--- src/rtl/distri_fifo.sv ---
// distri_fifo: synchronous FIFO built on a distributed (async-read) RAM.
// Full/empty come from wrap-bit pointers. Optional occupancy output level_o is
// enabled by defining DFIFO_LEVEL_EN.
// ENTRY_NUM must be a power of two and at least 2.

// distri_ram: register-array storage with synchronous write and combinational read.
module distri_ram #(
    parameter int unsigned ENTRY_NUM = 32,
    parameter int unsigned XLEN      = 32,
    parameter int unsigned AWDTH     = $clog2(ENTRY_NUM)
) (
    input  logic             clk_i,
    input  logic             we_i,
    input  logic [AWDTH-1:0] write_addr_i,
    input  logic [AWDTH-1:0] read_addr_i,
    input  logic [XLEN-1:0]  data_i,
    output logic [XLEN-1:0]  data_o
);

    logic [XLEN-1:0] r_mem [ENTRY_NUM];

    // Write port; contents are deliberately never reset.
    always_ff @(posedge clk_i) begin
        if (we_i) begin
            r_mem[write_addr_i] <= data_i;
        end
    end

    assign data_o = r_mem[read_addr_i];

endmodule

module distri_fifo #(
    parameter int unsigned ENTRY_NUM = 32,
    parameter int unsigned XLEN      = 32,
    parameter int unsigned AWDTH     = $clog2(ENTRY_NUM)
) (
    input  logic             clk_i,
    input  logic             rst_i,
    input  logic             flush_i,
    input  logic             s_valid_i,
    input  logic [XLEN-1:0]  s_data_i,
    output logic             s_ready_o,
    output logic             m_valid_o,
    output logic [XLEN-1:0]  m_data_o,
    input  logic             m_ready_i
`ifdef DFIFO_LEVEL_EN
    ,
    output logic [AWDTH:0]   level_o
`endif
);

    localparam logic [AWDTH:0] PtrOne = {{AWDTH{1'b0}}, 1'b1};

    // Pointers carry one extra wrap bit so full and empty are distinguishable.
    logic [AWDTH:0] r_wr_ptr;
    logic [AWDTH:0] r_rd_ptr;

    logic w_empty;
    logic w_full;
    logic w_push;
    logic w_pop;

    assign w_empty = (r_wr_ptr == r_rd_ptr);
    assign w_full  = (r_wr_ptr[AWDTH-1:0] == r_rd_ptr[AWDTH-1:0]) &&
                     (r_wr_ptr[AWDTH] != r_rd_ptr[AWDTH]);

    // Handshake outputs depend only on registered pointers.
    assign s_ready_o = !w_full;
    assign m_valid_o = !w_empty;

    assign w_push = s_valid_i && s_ready_o;
    assign w_pop  = m_valid_o && m_ready_i;

    // Pointer update; reset and flush both return to the empty state.
    always_ff @(posedge clk_i) begin
        if (rst_i || flush_i) begin
            r_wr_ptr <= '0;
            r_rd_ptr <= '0;
        end else begin
            if (w_push) begin
                r_wr_ptr <= r_wr_ptr + PtrOne;
            end
            if (w_pop) begin
                r_rd_ptr <= r_rd_ptr + PtrOne;
            end
        end
    end

    distri_ram #(
        .ENTRY_NUM (ENTRY_NUM),
        .XLEN      (XLEN),
        .AWDTH     (AWDTH)
    ) u_ram (
        .clk_i        (clk_i),
        .we_i         (w_push),
        .write_addr_i (r_wr_ptr[AWDTH-1:0]),
        .read_addr_i  (r_rd_ptr[AWDTH-1:0]),
        .data_i       (s_data_i),
        .data_o       (m_data_o)
    );

`ifdef DFIFO_LEVEL_EN
    logic [AWDTH:0] r_level;

    // Occupancy counter tracking push/pop; simultaneous push and pop cancel.
    always_ff @(posedge clk_i) begin
        if (rst_i || flush_i) begin
            r_level <= '0;
        end else begin
            case ({w_push, w_pop})
                2'b10:   r_level <= r_level + PtrOne;
                2'b01:   r_level <= r_level - PtrOne;
                default: r_level <= r_level;
            endcase
        end
    end

    assign level_o = r_level;
`endif

endmodule
--- config.mk ---
export PLATFORM = sky130hd
export DESIGN_NAME = distri_fifo
export DESIGN_NICKNAME = d
export VERILOG_FILES = /design/src/rtl/distri_fifo.sv
export SDC_FILE = /design/constraint.sdc
export NUM_CORES = 1
export LEC_CHECK = 0
export BUFFER_PORTS_ARGS = -buffer_cell sky130_fd_sc_hd__buf_2
export CAP_MARGIN = 20
export CORE_MARGIN = 1.5
export CORE_UTILIZATION = 60
export CTS_CLUSTER_SIZE = 12
export DETAILED_ROUTE_END_ITERATION = 7
export PLACE_DENSITY = 0.73
export SKIP_CTS_REPAIR_TIMING = 1
export SLEW_MARGIN = 20
export SYNTH_ARGS = -nofsm -noshare
export SYNTH_HDL_FRONTEND = slang
export SYNTH_SLANG_ARGS = --single-unit
export TNS_END_PERCENT = 50
--- constraint.sdc ---
create_clock -name clk_i -period 9.1 [get_ports clk_i]
set_input_delay 0.455 -clock clk_i [delete_from_list [all_inputs] [get_ports clk_i]]
set_output_delay 0.455 -clock clk_i [all_outputs]
set_load 0.01 [all_outputs]
==> flow_summary.yaml <==
grt:
  grt_pass1_wl_um: 140000
  track_usage: 0.281
  antenna_found_initial: 7
  grt_start_max_net_pins: 129
  grt_remaining_overflow: 0
  grt_pass1_vias: 21300
setup_path:
  cp_data_required_time_ns: 8.65
  cp-end-kind: "primary output"
  worstSetupPathType: "flop to primary output"
  slowest_stage: "dfxtp_4"
  crit-reg2reg-launch: "r_wr_ptr[2]"
  crit_fanout: 112
  setup.worst_path.start_class: "flop"
  r2r_slack_ns: 5.42
  max_stage_delay_ns: 0.79
  reg2reg_depth: 6
  r2r_end: "u_ram.r_mem[20][23]"
  arrival_ns: 4.16
  crit_chain: "buf_12 -> buf_4 -> mux2i_1 -> a22o_1 -> nor3_1 -> a31oi_1 -> nand3_1 -> buf_2"
die:
  pin_count: 71
  start_util: 0.604
  core_area_mm2: 0.0669
  chipWidth_um: 263
  die_h_um: 263
  die_area_mm2: 0.0690
  rows: 95
drt:
  drtAntennaViolNets: 0
  drc: 0
  drt-vias-per-instance: 6.48
  dr.pass1.iters: 5
  wl_per_cell_um: 29.3
  drt_wl_total_um: 97600
  vias: 21600
  first_iter_violations: 2688
timing:
  fin_skew_ns: 0.0139
  period_share: 0.507
  drv_slew: 0
  min_period_ns: 4.62
  fin_setup_tns_ns: 0
  fmax_ghz: 0.217
  rsz0062_at_grt: "false"
  max-slew-margin-rel: 0.255
  setup_violations: 0
  hold_viol_final: 0
  tightest_slew_ns: 1.12
clocking:
  clkTransAtPathRegs_ns: 0.06
  clk_latency_ns: 0.65
  clock_path_buffers: 3
  cts_root_buffer: "clkbuf_16"
  cts_buffers: 101
  cts_num_sinks: 1041
  cts_tree: "done"
  h-tree-depth: 3
synth:
  synth_cell_types: 41
  synth.area.mux_share: 0.127
  async_flop_share: 0
  synth-main-ff-cell: "edfxtp_1"
  synth_seq_cells: 1041
  synth_edf_count: 1024
  synth.avg_cell_area_um2: 17.5
  syn_area_mm2: 0.0404
  synth-xor-area-share: 0.00300
  synth-simple-area-share: 0.0341
  synth-compound-area-share: 0.0518
  ys.warnings.count: 0
  synth_top_family_by_area: "multiplexers"
  yosysSeqAreaShare: 0.769
  syn_nets: 2356
  synthCells: 2314
  synthAdderAreaFrac: 0.00155
outcome:
  status: "finished clean"
place:
  place_congestion: 0.786
  portBuffers: 70
  hpwl_um: 49300
worst_hold_path:
  whs_endpoint: "r_wr_ptr[4]"
  worstHoldStart: "rst_i"
  hp-class: "input pin to flop"
  hold_depth: 3
pwr:
  p_leak_nw: 13.4
  max-vdd-ir-drop_mv: 0.121
  finalPower_mw: 9.18
  power_density_mw_per_mm2: 205
cells_and_area:
  layout-drive-gt1-share: 0.115
  area_delta_synth_final_pct: 10.9
  final_cell_mix: "1024 x edfxtp_1, 512 x mux2i_1, 109 x nand2_1"
  final_common_cell: "edfxtp_1"
  fillerInstances: 4277
  fin_nets: 2448
job:
  cap_violations: 0
-- cell families (layout without fill, tap and decap cells) --
family                     after synthesis  in the layout
DFF                                   1041           1041
other                                    0              4
buffers and inverters                  132            276
adders and majority gates                5              5
xor gates and xnor gates                13             13
AOI/OAI and AO/OA                      305            305
muxes                                  512            512
and+or+nand+nor                        306            306
-- sequential cells by signal, summed over array words and instances (netlist names), named ones only --
signal and flops:
u_ram.r_mem 1024, r_rd_ptr 6, r_wr_ptr 6
-- worst max-delay path, delay by kind of cell, from the launching register on --
family / cells / cell delay (ns)
flops: 1 / 0.79
simple gates: 2 / 0.16
buf+inv: 3 / 1.49
compound gates: 2 / 0.45
mux: 1 / 0.29
-- report_power, final --
| part | switching (mW) | internal [mW] |
|---|---|---|
| Clock | 1.64 | 2.08 |
| Combinational | 0.135 | 0.0444 |
| Sequential | 0.00459 | 5.28 |
-- cells in the mapped netlist, types with 6 or more instances --
cell | n | area [um^2]
a21oi_1 | 102 | 510
buf_1 | 6 | 22.5
clkbuf_1 | 63 | 236
a31oi_1 | 33 | 206
buf_2 | 60 | 300
xnor2_1 | 8 | 70.1
a22o_1 | 64 | 561
dfxtp_1 | 17 | 340
mux2i_1 | 512 | 5120
nand3_1 | 99 | 495
edfxtp_1 | 1024 | 30700
a22oi_1 | 96 | 721
nand2_1 | 110 | 413
nor3_1 | 33 | 165
nor2_1 | 44 | 165
-- through the flow --
step	hold slack, ns	utilization	cell area, um^2	worst slack (ns)	cells
final	0.147	0.670	44900	4.48	3335
after global routing	0.153	0.670	44900	4.35	3332
after CTS	0.109	0.670	44900	4.55	3331
after detailed placement	0.518	0.628	42000	5.24	3176
after global placement	0.509	0.628	42000	5.29	3176
after floorplan	0.488	-	40400	6.09	2314
-- final cells by class --
type,count,area [um^2],area share
sequential,1041,31100,0.693
multi-input combinational,1141,9050,0.202
clock buffer,138,2750,0.0613
tap,873,1090,0.0243
timing repair buffer,119,756,0.0168
clock inverter,17,97.6,0.00218
antenna,4,10.0,0.000223
inverter,2,7.51,0.000167
-- routing by layer --
| layer | vias up | share of wire | global-route usage |
|---|---|---|---|
| li1 | 9317 | - | - |
| met1 | 11000 | 0.40 | 0.389 |
| met2 | 1058 | 0.48 | 0.455 |
| met3 | 198 | 0.087 | 0.0512 |
| met4 | 4 | 0.034 | 0.101 |
| met5 | - | 0.00026 | 0 |
-- how the worst max path moves through the flow --
stage                            from            endpoint  slack (ns)
after detailed placement         flop        m_data_o[27]        5.24
after global routing             flop        m_data_o[28]        4.35
after CTS                        flop        m_data_o[27]        4.55
after global placement           flop        m_data_o[27]        5.29
final                            flop        m_data_o[27]        4.48
after floorplan           r_wr_ptr[0]  u_ram.r_mem[29][0]        6.09
Power figures use the tool's default switching activity.
